File: src/rtl/calc_pkg.sv
// Shared constants and button state encoding for the calculator input front end.
package calc_pkg;

    localparam int DEBOUNCE_CYCLES_DEFAULT = 4;
    localparam int SYNC_STAGES             = 2;

    typedef enum logic [1:0] {
        RELEASED,
        PRESS_WAIT,
        PRESSED,
        RELEASE_WAIT
    } btn_state_t;

    // A button's state is fully determined by its accepted level and whether a change is pending.
    function automatic btn_state_t btn_state_of(input logic held, input logic pending);
        btn_state_t st;
        case ({held, pending})
            2'b00:   st = RELEASED;
            2'b01:   st = PRESS_WAIT;
            2'b10:   st = PRESSED;
            default: st = RELEASE_WAIT;
        endcase
        return st;
    endfunction

endpackage

File: src/rtl/debounce_cell.sv
// Synchronizer plus debounce counter for one input vector; the whole vector is accepted at once.
module debounce_cell
    import calc_pkg::*;
#(
    parameter int               WIDTH           = 1,
    parameter logic [WIDTH-1:0] RESET_VALUE     = '0,
    parameter int               DEBOUNCE_CYCLES = DEBOUNCE_CYCLES_DEFAULT
) (
    input  logic             clock,
    input  logic             reset,
    input  logic [WIDTH-1:0] raw,
    output logic [WIDTH-1:0] value,
    output logic             pending,
    output logic             accept
);

    localparam int               CNT_W = $clog2(DEBOUNCE_CYCLES) + 1;
    localparam logic [CNT_W-1:0] TERM  = CNT_W'(DEBOUNCE_CYCLES - 1);

    if (DEBOUNCE_CYCLES < 2) begin : g_bad_param
        $error("debounce_cell: DEBOUNCE_CYCLES must be at least 2");
    end

    logic [WIDTH-1:0] sync_q [SYNC_STAGES];
    logic [WIDTH-1:0] value_q;
    logic [CNT_W-1:0] cnt_q;
    logic [WIDTH-1:0] stable;
    logic [WIDTH-1:0] incoming;
    logic             changing;

    always_ff @(posedge clock) begin
        if (reset) begin
            for (int i = 0; i < SYNC_STAGES; i++) sync_q[i] <= RESET_VALUE;
        end else begin
            sync_q[0] <= raw;
            for (int i = 1; i < SYNC_STAGES; i++) sync_q[i] <= sync_q[i-1];
        end
    end

    // The sample about to enter the last stage tells us the synchronized value is still moving.
    assign stable   = sync_q[SYNC_STAGES-1];
    assign incoming = sync_q[SYNC_STAGES-2];
    assign changing = (stable != incoming);

    always_comb begin
        pending = (stable != value_q);
        accept  = pending && !changing && (cnt_q == TERM);
    end

    always_ff @(posedge clock) begin
        if (reset) begin
            value_q <= RESET_VALUE;
            cnt_q   <= '0;
        end else if (!pending || changing) begin
            cnt_q   <= '0;
        end else if (accept) begin
            value_q <= stable;
            cnt_q   <= '0;
        end else begin
            cnt_q   <= cnt_q + CNT_W'(1);
        end
    end

    assign value = value_q;

endmodule

File: src/rtl/input_conditioner.sv
// Conditions raw pushbuttons and operand switches into clean levels and one-cycle press events.
module input_conditioner
    import calc_pkg::*;
#(
    parameter int DEBOUNCE_CYCLES = DEBOUNCE_CYCLES_DEFAULT
) (
    input  logic       clock,
    input  logic       reset,
    input  logic       btn_reset_n,
    input  logic       btn_modo_n,
    input  logic       btn_res_n,
    input  logic [3:0] switch_0,
    input  logic [3:0] switch_1,
    output logic       clr_pulse,
    output logic       modo_pulse,
    output logic       res_pulse,
    output logic       clr_held,
    output logic       modo_held,
    output logic       res_held,
    output logic [3:0] num0,
    output logic [3:0] num1
);

    // Index 2 = clear, 1 = mode, 0 = result.
    logic [2:0] btn_raw;
    logic [2:0] btn_value;
    logic [2:0] btn_pending;
    logic [2:0] btn_accept;
    logic [2:0] pulse_q;
    btn_state_t btn_state [3];

    assign btn_raw = {btn_reset_n, btn_modo_n, btn_res_n};

    for (genvar g = 0; g < 3; g++) begin : g_btn
        debounce_cell #(
            .WIDTH           (1),
            .RESET_VALUE     (1'b1),
            .DEBOUNCE_CYCLES (DEBOUNCE_CYCLES)
        ) u_cell (
            .clock   (clock),
            .reset   (reset),
            .raw     (btn_raw[g]),
            .value   (btn_value[g]),
            .pending (btn_pending[g]),
            .accept  (btn_accept[g])
        );
    end

    logic num0_pending, num0_accept, num1_pending, num1_accept;
    logic unused_operand_status;

    debounce_cell #(
        .WIDTH           (4),
        .RESET_VALUE     (4'h0),
        .DEBOUNCE_CYCLES (DEBOUNCE_CYCLES)
    ) u_num0 (
        .clock   (clock),
        .reset   (reset),
        .raw     (switch_0),
        .value   (num0),
        .pending (num0_pending),
        .accept  (num0_accept)
    );

    debounce_cell #(
        .WIDTH           (4),
        .RESET_VALUE     (4'h0),
        .DEBOUNCE_CYCLES (DEBOUNCE_CYCLES)
    ) u_num1 (
        .clock   (clock),
        .reset   (reset),
        .raw     (switch_1),
        .value   (num1),
        .pending (num1_pending),
        .accept  (num1_accept)
    );

    assign unused_operand_status = ^{num0_pending, num0_accept, num1_pending, num1_accept};

    always_comb begin
        for (int i = 0; i < 3; i++) begin
            btn_state[i] = btn_state_of(~btn_value[i], btn_pending[i]);
        end
    end

    // Only an accepted press fires; accepting a release leaves the pulse low.
    always_ff @(posedge clock) begin
        if (reset) begin
            pulse_q <= '0;
        end else begin
            for (int i = 0; i < 3; i++) begin
                pulse_q[i] <= (btn_state[i] == PRESS_WAIT) && btn_accept[i];
            end
        end
    end

    assign {clr_pulse, modo_pulse, res_pulse} = pulse_q;
    assign {clr_held, modo_held, res_held}    = ~btn_value;

endmodule

File: config.mk
export PLATFORM = sky130hd
export DESIGN_NAME = input_conditioner
export DESIGN_NICKNAME = d
export VERILOG_FILES = /design/src/rtl/calc_pkg.sv /design/src/rtl/debounce_cell.sv /design/src/rtl/input_conditioner.sv
export SDC_FILE = /design/constraint.sdc
export NUM_CORES = 1
export LEC_CHECK = 0
export CAP_MARGIN = 5
export CORE_ASPECT_RATIO = 0.75
export CORE_UTILIZATION = 60
export CTS_BUF_LIST = sky130_fd_sc_hd__clkbuf_2
export DETAILED_ROUTE_END_ITERATION = 6
export GPL_TIMING_DRIVEN = 0
export PLACE_DENSITY = 0.92
export REMOVE_ABC_BUFFERS = 1
export SYNTH_ARGS = -nofsm -noshare
export SYNTH_HDL_FRONTEND = slang
export SYNTH_SLANG_ARGS = --single-unit
File: constraint.sdc
create_clock -name clock -period 3.2 [get_ports clock]
set_input_delay 0.64 -clock clock [delete_from_list [all_inputs] [get_ports clock]]
set_output_delay 0.64 -clock clock [all_outputs]
set_load 0.005 [all_outputs]
==> impl.org <==
** Status
- Run status :: finished clean

** Worst setup path
- Cell depth of the worst flop-to-flop path :: 4
- In this run the worst path has a maximum fanout of 3.
- For this run, the slowest stage of the critical path takes ~0.53 ns.
- Crit. End Element :: output pin
- The slowest stage of the critical path is the sky130_fd_sc_hd__clkdlybuf4s50_1 cell.
- The kind of cell with the highest combined delay along the critical path is buffers and inverters.
- FF-to-FF Start :: u_num1.sync_q[0][6]$_SDFF_PP0_
- Data arrives at the worst endpoint at 1.37 ns.
- Setup slack, reg-to-reg :: about 1.7 ns
- Critical path origin :: u_num1.value[3]$_SDFFE_PP0P_
- Start-to-end type of the worst setup path :: reg2out
- The endpoint identified for the worst register-to-register timing path is u_num1.value[1]$_SDFFE_PP0P_.
- Critical Path, Cell by Cell :: clkdlybuf4s50_1
- The number of buffers and inverters on the critical path is 1.
- Worst Setup Start Kind :: register
- Required @ worst endpoint :: approximately 2.6 ns
- Crit. path cell count :: 1
- In this run the worst setup path terminates at num1[3].

** Layout
- Layout cells sized above 1 :: between 8 and 9%
- Final net count :: 249
- Counting the fill cells in the layout gives 199.
- For this run, the share of the core covered by cells in the final layout is between 70% and 80%.
- Area delta synth->final :: 18.3%
- The number of antenna diodes in the final layout is 0.

** CTS
- Source-to-sink clock delay at the later pin of the worst-skew pair :: 0.42 ns
- The cell sitting at the root of the clock tree is a sky130_fd_sc_hd__clkbuf_2.
- Number of CTS-inserted buffers :: 5
- Maximum clock insertion buffer count :: 2
- Maximum level of the CTS H-tree :: 2
- Buffers inserted to repair hold after CTS numbered 0.
- Register clock-pin slew on the reported worst setup and hold paths :: about 0.22 ns
- Post-cts resize count :: 0
- TritonCTS built the clock tree.
- Counting every sink on the clock net gives 51.
- Post-CTS setup-driven buffer insertion count :: 0

** Detailed routing
- For this block, the initial DRC count from the detailed router was 31.
- Via density per instance :: between 5 and 6
- Number of DRC violations after detailed routing :: 0
- Iteration count of the initial detailed-routing pass :: 6
- Wirelength per Cell :: ~12 um
- Detail Route Antenna Nets :: 0
- Vias after detailed routing :: between 1000 and 1500
- The routed design has approximately 3200 um of wire.

** STA
- Clock skew after layout :: ~0.016 ns
- Summed over all failing endpoints, the final setup total negative slack is 0 ns.
- Fin. max-slew vios :: 0
- Setup repair after global routing left no endpoint under its margin.
- Number of endpoints with negative hold slack in the final report :: 0
- Time the final worst path needs with I/O delays and setup :: a little over 2 ns
- Fmax :: 496 MHz
- Setup violations remaining at the end of the flow were counted as 0.
- Max-slew headroom :: 57.1%
- Slew at the pin closest to its max-slew limit :: around 0.64 ns
- The worst path uses around 63% of the clock period.

** Power and ir drop
- In this run the power density over the cells is about 470 nW/um2.
- P_sw :: 229 uW
- The clock network is responsible for about 35% of the overall power.
- After layout, the design draws a total of about 1.1 mW.
- The analysis attributes to cell leakage a power of 1.04 nW.
- Internal :: 905 uW
- Register share of total power :: 58.6%
- Per report_power, the combinational group accounts for approximately 6% of the total.
- Switching share of power :: a little over 20%
- Worst vdd ir :: ~0.36 mV

** Synthesis
- After synthesis the netlist holds a flip-flop and latch count of 51.
- Sequential cells were found to cover between 50% and 60% of the synthesized design area.
- Summing every instance area after synthesis gives between 2000 and 2500 um2.
- The synthesized design devotes to its leading area cell type about half of total area.
- Synthesis produced a netlist whose cell count is a little under 200.
- In the synthesized netlist the async set-or-reset flop fraction comes to 0%.
- For this run, the leading register cell type out of synthesis is sky130_fd_sc_hd__dfxtp_1.
- Yosys instantiated no cell more often than sky130_fd_sc_hd__dfxtp_1.
- Largest area contributor in the synthesized netlist :: sky130_fd_sc_hd__dfxtp_1
- Area contributors post-synth :: sky130_fd_sc_hd__dfxtp_1, sky130_fd_sc_hd__ha_1, sky130_fd_sc_hd__nor2b_1, sky130_fd_sc_hd__nand2b_1, sky130_fd_sc_hd__xor2_1
- Most numerous cell types in the synthesized netlist :: sky130_fd_sc_hd__dfxtp_1, sky130_fd_sc_hd__nor2b_1, sky130_fd_sc_hd__nand2b_1
- Post-Synthesis Mean Instance Area :: about 10 um2
- Synthesis instantiated 22 different standard cells from the library.
- During synthesis, Yosys emitted a total of 0 warnings.
- The synthesized design contains 0 enable-type register cells.

** Global route
- Via count of the first global-routing pass :: around 1300
- Initial antenna violation count :: 0
- GR Util All Layers :: 20.0%
- For this run the aggregate overflow at the end of global routing stands at 0.
- The first global-routing pass estimated ~5500 um of wire.
- Entering global routing, the biggest net connects 47 pins.

** Floorplanning
- The die covers roughly 3600 um2.
- Horizontal die dimension :: 69.3 um
- Count of standard-cell rows :: 17
- Die Height :: ~53 um
- Once the floorplan was initialized, standard cells occupied 66.2% of the core.
- Number of primary I/O pins :: 27
- Core Box Area :: 3080 um2

** Run
- Max Cap Violations :: 0

** Place
- The wire-length estimate of the detail-placed layout is between 2000 and 2500 um.
- During placement, the flow inserted port buffers numbering 26.
- Routability-driven placement finished with a final weighted congestion of roughly 0.7.

** Min path
- The path class of the tightest hold or removal check is reg2reg.
- Worst hold path depth :: 1
## state kept, by name (all words and copies together) (netlist names)
name                 count
g_btn.u_cell.value       3
g_btn.u_cell.cnt_q       9
u_num1.value             4
pulse_q                  3
u_num1.sync_q            8
u_num1.cnt_q             3
u_num0.sync_q            8
g_btn.u_cell.sync_q      6
u_num0.value             4
u_num0.cnt_q             3
## layout by cell type, fill, tap and decap left out, types with 3 or more instances in the layout
| cell type | count |
|---|---|
| sky130_fd_sc_hd__a21oi_1 | 6 |
| sky130_fd_sc_hd__and3_1 | 6 |
| sky130_fd_sc_hd__clkbuf_2 | 6 |
| sky130_fd_sc_hd__clkdlybuf4s50_1 | 25 |
| sky130_fd_sc_hd__dfxtp_1 | 51 |
| sky130_fd_sc_hd__ha_1 | 13 |
| sky130_fd_sc_hd__inv_1 | 11 |
| sky130_fd_sc_hd__mux2i_1 | 8 |
| sky130_fd_sc_hd__nand2_1 | 3 |
| sky130_fd_sc_hd__nand2b_1 | 17 |
| sky130_fd_sc_hd__nor2_1 | 12 |
| sky130_fd_sc_hd__nor2b_1 | 23 |
| sky130_fd_sc_hd__o21bai_1 | 3 |
| sky130_fd_sc_hd__or2_2 | 6 |
| sky130_fd_sc_hd__xnor2_1 | 8 |
| sky130_fd_sc_hd__xor2_1 | 11 |
## cells by family after synthesis
kind of cell,after synthesis,share of synthesized area [%]
buffers and inverters,16,3.00
adders and majority gates,13,7.97
DFF,51,50.0
muxes,8,3.92
xor gates and xnor gates,19,8.15
and+or+nand+nor,79,24.3
AOI/OAI and AO/OA,9,2.58
## worst min-delay path by stage
stage	from	end	slack, ns
2_1_floorplan	g_btn[0].u_cell.cnt_q[0]$_SDFF_PP0_	g_btn[0].u_cell.cnt_q[0]$_SDFF_PP0_	0.40
3_3_place_gp	g_btn[0].u_cell.cnt_q[0]$_SDFF_PP0_	g_btn[0].u_cell.cnt_q[0]$_SDFF_PP0_	0.40
3_5_place_dp	u_num0.cnt_q[0]$_SDFF_PP0_	u_num0.cnt_q[0]$_SDFF_PP0_	0.42
4_1_cts	u_num0.cnt_q[0]$_SDFF_PP0_	u_num0.cnt_q[0]$_SDFF_PP0_	0.45
5_1_grt	u_num0.cnt_q[0]$_SDFF_PP0_	u_num0.cnt_q[0]$_SDFF_PP0_	0.46
6_report	g_btn[0].u_cell.cnt_q[0]$_SDFF_PP0_	g_btn[0].u_cell.cnt_q[0]$_SDFF_PP0_	0.44
## metrics by stage
step	setup WS, ns	area (um2)	hold WS, ns	std cells
6_report	1.19	2410	0.442	262
5_1_grt	1.11	2410	0.464	262
4_1_cts	0.940	2420	0.447	262
3_5_place_dp	0.469	2330	0.421	254
3_3_place_gp	0.657	2330	0.404	254
2_1_floorplan	1.95	2020	0.397	190
## power groups by stage
stage               sequential (mW)  clock, mW  combinational (mW)
floorplan                     0.674          0              0.0420
global placement              0.676          0              0.0658
detailed placement            0.677          0              0.0692
CTS                           0.665      0.408              0.0703
global route                  0.668      0.432              0.0760
finish                        0.665      0.401              0.0681
## area by class of cell
| type | count | area (um2) | share of cell area [%] |
|---|---|---|---|
| flip-flops and latches | 51 | 1020 | 42.3 |
| multi-input cells | 128 | 958 | 39.7 |
| repair buffers | 26 | 255 | 10.6 |
| clock inverters | 2 | 60.1 | 2.49 |
| well taps | 38 | 47.5 | 1.97 |
| inverters | 11 | 41.3 | 1.71 |
| clock buffers | 6 | 30.0 | 1.24 |
## layer usage
| layer | GRT usage, % | vias up | part of all wire (%) |
|---|---|---|---|
| met3 | 4.81 | 9 | 3.3 |
| met2 | 37.5 | 24 | 52 |
| met4 | 11.9 | 0 | 2.6 |
| met5 | 0 | - | 0 |
| li1 | - | 680 | - |
| met1 | 20.9 | 640 | 42 |
No activity file was read; power rests on OpenSTA's default activity.
